**src/rtl/tone_mixer.sv**
```systemverilog
`default_nettype none
// ============================================================================
//  Module      : tone_mixer
//  Description : NCH independent square-wave tone generators, each with an
//                optional note length in milliseconds, mixed into a single
//                PWM audio bit. The mixer sums the active channel outputs and
//                compares that sum against a free-running 0..NCH-1 counter, so
//                the PWM density is (active channels)/NCH.
//  Ports       : clock100  - 100 MHz clock (single clock domain)
//                reset     - synchronous, active-high
//                period    - per-channel period in clock100 cycles, [i*PW +: PW]
//                duration  - per-channel note length in ms, 0 = until stopped
//                start     - per-channel one-cycle note request
//                stop      - per-channel one-cycle stop request (beats start)
//                duty      - per-channel duty in 1/256 units, [i*8 +: 8]
//                            (present only with TONE_MIXER_DUTY_EN defined)
//                busy      - channel is playing
//                done      - one-cycle pulse when a timed note expires
//                audPWM    - mixed PWM audio output
//                audEn     - amplifier enable (any channel busy)
//  Options     : `define TONE_MIXER_DUTY_EN to add the duty input; otherwise
//                the high time is fixed at period>>1.
//  Revision    : 1.0 - initial release
// ============================================================================
module tone_mixer #(
   parameter int NCH          = 4,
   parameter int PW           = 32,
   parameter int DW           = 16,
   parameter int TICKS_PER_MS = 100000
) (
   input  logic              clock100,
   input  logic              reset,
   input  logic [NCH*PW-1:0] period,
   input  logic [NCH*DW-1:0] duration,
   input  logic [NCH-1:0]    start,
   input  logic [NCH-1:0]    stop,
`ifdef TONE_MIXER_DUTY_EN
   input  logic [NCH*8-1:0]  duty,
`endif
   output logic [NCH-1:0]    busy,
   output logic [NCH-1:0]    done,
   output logic              audPWM,
   output logic              audEn
);

   localparam int c_TW = (TICKS_PER_MS > 1) ? $clog2(TICKS_PER_MS) : 1;
   localparam int c_MW = (NCH > 1) ? $clog2(NCH) : 1;
   localparam int c_SW = $clog2(NCH + 1);
   localparam int c_CW = 8;
   localparam logic [c_TW-1:0] c_TLAST = c_TW'(TICKS_PER_MS - 1);
   localparam logic [c_MW-1:0] c_MLAST = c_MW'(NCH - 1);

   typedef enum logic [0:0] {
      S_IDLE = 1'b0,
      S_PLAY = 1'b1
   } state_t;

   wire  [NCH-1:0]  w_sq;
   logic [c_SW-1:0] w_sum;
   logic [c_SW-1:0] r_sum;
   logic [c_MW-1:0] r_mix_cnt;

   for (genvar i = 0; i < NCH; i++) begin : g_ch
      state_t          r_state;
      logic [PW-1:0]   r_per;
      logic [PW-1:0]   r_thr;
      logic [PW-1:0]   r_cnt;
      logic [DW-1:0]   r_dur;
      logic [DW-1:0]   r_ms;
      logic [c_TW-1:0] r_pre;
      logic            r_done;
      logic [PW-1:0]   w_per;
      logic [DW-1:0]   w_dur;
      logic [PW-1:0]   w_thr;
      logic            w_start_ok;

      assign w_per      = period[i*PW +: PW];
      assign w_dur      = duration[i*DW +: DW];
      assign w_start_ok = start[i] && (w_per >= PW'(2));

      // The high-time threshold is fixed at start so the per-cycle compare
      // needs no arithmetic on the live inputs.
`ifdef TONE_MIXER_DUTY_EN
      assign w_thr = PW'(({8'd0, w_per} * {{PW{1'b0}}, duty[i*8 +: 8]}) >> 8);
`else
      assign w_thr = w_per >> 1;
`endif

      always_ff @(posedge clock100) begin
         if (reset) begin
            r_state <= S_IDLE;
            r_per   <= '0;
            r_thr   <= '0;
            r_dur   <= '0;
            r_cnt   <= '0;
            r_pre   <= '0;
            r_ms    <= '0;
            r_done  <= 1'b0;
         end else begin
            r_done <= 1'b0;
            if (stop[i]) begin
               r_state <= S_IDLE;
               r_cnt   <= '0;
               r_pre   <= '0;
               r_ms    <= '0;
            end else if (w_start_ok) begin
               // Same path for a fresh start and a restart while playing.
               r_state <= S_PLAY;
               r_per   <= w_per;
               r_thr   <= w_thr;
               r_dur   <= w_dur;
               r_cnt   <= '0;
               r_pre   <= '0;
               r_ms    <= '0;
            end else if (r_state == S_PLAY) begin
               if (r_cnt == r_per - 1'b1) begin
                  r_cnt <= '0;
               end else begin
                  r_cnt <= r_cnt + 1'b1;
               end
               if (r_dur != '0) begin
                  if (r_pre == c_TLAST) begin
                     r_pre <= '0;
                     // Last tick of the last ms: leave PLAY and pulse done
                     // in the same cycle busy drops.
                     if (r_ms == r_dur - 1'b1) begin
                        r_state <= S_IDLE;
                        r_done  <= 1'b1;
                        r_cnt   <= '0;
                        r_ms    <= '0;
                     end else begin
                        r_ms <= r_ms + 1'b1;
                     end
                  end else begin
                     r_pre <= r_pre + 1'b1;
                  end
               end
            end
         end
      end

      assign busy[i] = (r_state == S_PLAY);
      assign done[i] = r_done;
      assign w_sq[i] = (r_state == S_PLAY) && (r_cnt < r_thr);
   end

   always_comb begin
      w_sum = '0;
      for (int k = 0; k < NCH; k++) begin
         w_sum = w_sum + c_SW'(w_sq[k]);
      end
   end

   always_ff @(posedge clock100) begin
      if (reset) begin
         r_sum     <= '0;
         r_mix_cnt <= '0;
         audPWM    <= 1'b0;
         audEn     <= 1'b0;
      end else begin
         r_sum     <= w_sum;
         r_mix_cnt <= (r_mix_cnt == c_MLAST) ? '0 : r_mix_cnt + 1'b1;
         audPWM    <= (c_CW'(r_mix_cnt) < c_CW'(r_sum));
         audEn     <= |busy;
      end
   end

endmodule
`default_nettype wire

```
**config.mk**
```make
export PLATFORM = sky130hd
export DESIGN_NAME = tone_mixer
export DESIGN_NICKNAME = d
export VERILOG_FILES = /design/src/rtl/tone_mixer.sv
export SDC_FILE = /design/constraint.sdc
export NUM_CORES = 2
export LEC_CHECK = 0
export ABC_AREA = 1
export BUFFER_PORTS_ARGS = -buffer_cell sky130_fd_sc_hd__clkbuf_2
export CORE_MARGIN = 4
export CORE_UTILIZATION = 30
export DETAILED_ROUTE_END_ITERATION = 10
export PLACE_DENSITY = 0.57
export SYNTH_ARGS = -nofsm -noshare
export SYNTH_HDL_FRONTEND = slang
export SYNTH_SLANG_ARGS = --single-unit
```
**constraint.sdc**
```tcl
create_clock -name clock100 -period 7.22 [get_ports clock100]
set_input_delay 0.722 -clock clock100 [delete_from_list [all_inputs] [get_ports clock100]]
set_output_delay 0.722 -clock clock100 [all_outputs]
set_load 0.01 [all_outputs]
```
# [Word-level counts from Yosys, hierarchy flattened]
# Cells that the tools add are included.
[totals] register_bits=591 latchBits=0 mem_bits_rw=0 rom_bits=0 inputBits=202 out_inout_bits=10 word_cells=184 n_memories=0
[classes] n_addsub=24 mul=0 n_div=0 n_lt_le_gt_ge=9 n_eq_ne=13 shift=0 muxes=48 bitwise_logic=16 reduce_logical=38
[ops] operator="32-bit 2-to-1 mux" n=16
[ops] operator="32-bit by 1-bit adder with 32-bit output (second input constant)" n=4
[ops] operator="32-bit == test" n=4
[ops] operator="32-bit by 2-bit greater-or-equal comparator with 1-bit output (second input constant)" n=4
[ops] operator="32-bit by 31-bit < comparator with 1-bit output" n=4
[ops] operator="32-bit by 1-bit subtractor with 32-bit output (second input constant)" n=4
[ops] operator="17-bit by 1-bit adder with 17-bit output (second input constant)" n=4
[ops] operator="17-bit == test (second input constant)" n=4
[ops] operator="17-bit 2-to-1 mux" n=4
[ops] operator="16-bit by 1-bit adder with 16-bit output (second input constant)" n=4
[ops] operator="16-bit == test" n=4
[ops] operator="16-bit 2-to-1 mux" n=4
[ops] operator="16-bit nonzero test" n=4
[ops] operator="16-bit by 1-bit subtractor with 16-bit output (second input constant)" n=4
[ops] operator="1-bit 2-to-1 mux" n=24
[ops] operator="6-bit OR reduction" n=4
[ops] operator="1-bit inverter" n=16
[ops] operator="2-bit AND reduction" n=8
[ops] operator="3-bit AND reduction" n=4
[ops] operator="3-bit OR reduction" n=4
[ops] operator="2-bit OR reduction" n=5
[ops] operator="1-bit logical AND" n=8
[ops] operator="4-bit OR reduction" n=1
[ops] operator="2-bit by 1-bit adder with 3-bit output" n=1
[ops] operator="other kinds (5)" n=5

# [Longest topological paths before layout]
[depth] word_depth=7 mapped_depth=18 depth_no_buf=18

# [Least setup slack after synthesis]
# Ideal clock, no wire load.
[synth_path] kind="register -> register" startpoint="register, netlist name g_ch[0].r_per[20]" endpoint="register r_sum[1]" setup_ps=128 arrival_ps=2488 required_ps=7092 slack_ps=4605 path_stages_with_launch=17 n_path_buf=0 period_less_slack_ps=2615 cell_sequence="dfxtp_1 inv_1 ha_1 a21oi_1 o21ai_0 nand3_1 nand2_1 nand2_1 a21oi_1 a311oi_1 nand2_1 fa_1 inv_1 ha_1 ha_1 inv_1 nor2_1"
[synth_lines] item="end signal: assignment" line_no="161" rtl="r_sum <= w_sum;"
[synth_lines] item="end: declaration" line_no="60" rtl="logic [c_SW-1:0] r_sum;"

# [Worst setup path in the final report]
[layout_path] startpoint="register g_ch[0].r_state" endpoint="register r_sum[1]"
[layout_via] elab_chain_cells=4
[layout_rtl] item="start: declaration" line_no="64" rtl="state_t r_state;"
[layout_rtl] item="start signal: assignment" line_no="91" rtl="r_state <= S_IDLE;"
[layout_rtl] item="start signal: assignment" line_no="102" rtl="r_state <= S_IDLE;"
[layout_rtl] item="start signal: assignment" line_no="108" rtl="r_state <= S_PLAY;"
[layout_rtl] item="1-bit logical AND" line_no="144" rtl="assign w_sq[i] = (r_state == S_PLAY) && (r_cnt < r_thr);"
[layout_rtl] item="1-bit by 1-bit adder with 2-bit output" line_no="150" rtl="w_sum = w_sum + c_SW'(w_sq[k]);"
[layout_rtl] item="2-bit by 1-bit adder with 3-bit output" line_no="150"
[layout_rtl] item="3-bit by 1-bit adder with 3-bit output" line_no="150"
[layout_rtl] item="named net w_sum[1]" line_no="59" rtl="logic [c_SW-1:0] w_sum;"
# The timed path passes the listed nets, and every way through them passes these cells.
# A chain may end at the register's enable or synchronous reset.

==> impl_metrics.json <==
{
  "critPathArrivalTime_ns": 4.07,
  "cts_resized": 0,
  "fill_cells": 12300,
  "synth_cells": 5286,
  "io_pins": 212,
  "finalSetupTns_ns": 0,
  "syn_area_per_cell_um2": 6.43,
  "cts_tree": "built",
  "ys_seq_area_share_pct": 27.5,
  "finalCriticalPeriod_ns": 3.56,
  "rows": 123,
  "criticalPathCategory": "reg2reg",
  "final_nets": 5754,
  "drv_cap": 0,
  "critPathMaxFanout": 28,
  "power_density_nw_per_um2": 197,
  "postCtsSetupBuffers": 0,
  "slew-limit-headroom_pct": 30.2,
  "grt_pass1_wl_um": 172000,
  "synth_edf_count": 0,
  "ys.flop_type": "dfxtp_1",
  "fmax_mhz": 281,
  "post-route-util_pct": 34.4,
  "final_cell_mix": "nand2_1 (1067), inv_1 (683), nor2_1 (636), dfxtp_1 (467), a21oi_1 (438)",
  "die_height_um": 345,
  "final_hold_viol_count": 0,
  "initial_core_util_pct": 30.2,
  "stdcell_count": 6959,
  "met3_usage_pct": 2.70,
  "clock_skew_ns": 0.0341,
  "cts_buffers": 60,
  "top_usage_layer": "met2",
  "finalWeightedCongestion": 0.894,
  "dp_hpwl_um": 85200,
  "rsz0062_at_grt": "false",
  "synth_nets": 5637,
  "crit_path_start_kind": "flop",
  "coreArea_um2": 112000,
  "grtUsageTotal_pct": 17.9,
  "use_met2_pct": 28.8,
  "ir_drop_v": 0.000172,
  "drc": 0,
  "ctsLongestPathBuffers": 3,
  "setup_violations": 0,
  "drt.antenna.violating_nets": 0,
  "wirelength_um": 109000,
  "dr.first_iter.drc_count": 2291,
  "met1_usage_pct": 24.9,
  "drv_slew": 0,
  "path_clk_slew_ns": 0.06,
  "hold_buffers": 0,
  "antenna_found_initial": 2,
  "clk_latency_ns": 0.67,
  "grt_overflow_total": 0,
  "ctsHtreeMaxLevel": 2,
  "cts_root_buffer": "clkbuf_16",
  "layout_commonest_cell": "nand2_1",
  "fp.dieW_um": 345,
  "worst_pin_slew_ns": 1.05,
  "post-route-period-util_pct": 49.4,
  "grt_pass1_vias": 32000,
  "clkSinkCount": 467,
  "place_inst": 6841,
  "synth_seq_cells": 467,
  "async_reset_ff_share_pct": 0,
  "vias": 34000,
  "hold_path_class": "in2reg",
  "grt_max_degree": 97,
  "firstDrtPassIters": 7,
  "numPortBuffers": 211,
  "syn_to_final_growth_pct": 13.7,
  "synth_area_um2": 34000,
  "vias_per_cell": 4.89,
  "power.leakage_nw": 16.5,
  "routedWlPerCell_um": 15.7,
  "synth_cell_types": 68,
  "die_area_um2": 119000,
  "status": "completed",
  "yosys_warnings": 0,
  "drive_gt1_share_pct": 9.17,
  "critical_path_required_ns": 7.73,
  "end_kind": "flop"
}
[routing by layer]
| layer | share of wire [%] | wire length [µm] | vias up |
|---|---|---|---|
| li1 | - | - | 17400 |
| met1 | 48 | 52000 | 15600 |
| met2 | 44 | 48300 | 836 |
| met3 | 5.8 | 6300 | 163 |
| met4 | 2.4 | 2620 | 0 |
| met5 | 0 | 0 | - |
[kinds of logic after synthesis]
logic type	count (synthesis)	synth area share [%]
buffers and inverters	882	10.2
DFF	467	27.5
AOI/OAI and AO/OA	791	12.2
xor gates and xnor gates	384	9.89
and+or+nand+nor	2613	34.8
adders and majority gates	149	5.50
[state kept, by name (all words and copies together), names as in the netlist, 2 cells and up]
signal / cells
g_ch.r_pre: 68
g_ch.r_ms: 64
g_ch.r_done: 4
g_ch.r_per: 128
g_ch.r_cnt: 128
g_ch.r_state: 4
g_ch.r_dur: 64
r_sum: 3
r_mix_cnt: 2
[synthesized netlist by cell type, drive strengths merged, types with 13 or more instances]
library cell / n / share of area, %
o21ai: 289 / 4.3
nand3: 392 / 6.1
nand2: 1090 / 12
inv: 707 / 7.8
or2: 13 / 0.24
buf: 47 / 0.96
xor2: 268 / 6.9
xnor2: 116 / 3.0
a21oi: 439 / 6.5
dfxtp: 467 / 27
o21bai: 13 / 0.29
nor2: 699 / 8.6
clkbuf: 124 / 1.4
ha: 148 / 5.4
nand3b: 35 / 0.81
nor3: 152 / 2.4
nand4: 130 / 2.4
nor4: 72 / 1.4
[per-stage QoR]
stage / worst slack, ns / hold WS (ns) / power (mW) / area, µm²
detailed placement: 3.32 / 0.453 / 4.07 / 36300
floorplan: 4.60 / 0.416 / 3.70 / 34000
global placement: 3.31 / 0.443 / 4.06 / 36300
finish: 3.66 / 0.325 / 7.63 / 38700
global route: 3.41 / 0.280 / 8.01 / 38700
CTS: 3.65 / 0.268 / 7.72 / 38700
[path summary, 6_finish.rpt]
path	start	endpoint	slack, ns	cells past startpoint
worst min register to register	r_mix_cnt[0]	r_mix_cnt[0]	0.45	1
worst max register to register	g_ch[0].r_state	r_sum[1]	3.66	10
worst max-delay path	g_ch[0].r_state	r_sum[1]	3.66	10
worst min-delay path	stop[2]	g_ch[2].r_state	0.32	2
[layout make-up]
type                            instances  area [µm²]  area share, %
Multi-Input combinational cell       3937       21200           54.9
Tap cell                             1500        1880           4.85
Clock buffer                           76        1720           4.46
Clock inverter                         38         657           1.70
Antenna cell                            4        10.0         0.0259
Sequential cell                       467        9350           24.2
Inverter                              711        2670           6.91
Timing Repair Buffer                  226        1170           3.02
[worst max-delay path: stages, from the launching register on]
cell	delay, ns
dfxtp_1	0.89
inv_2	0.52
a2111o_1	0.48
a311oi_1	0.25
nand2_1	0.14
fa_1	0.55
inv_1	0.04
ha_1	0.19
ha_1	0.27
inv_1	0.05
nor2_1	0.03
[power by group]
group | internal (mW) | switching, mW | leakage [nW] | total, mW
sequential | 2.65 | 0.0931 | 3.80 | 2.75
combinational | 0.430 | 0.846 | 11.6 | 1.28
clock | 2.29 | 1.31 | 1.16 | 3.60
total | 5.38 | 2.25 | 16.5 | 7.63
(Power assumes the default switching activity.)
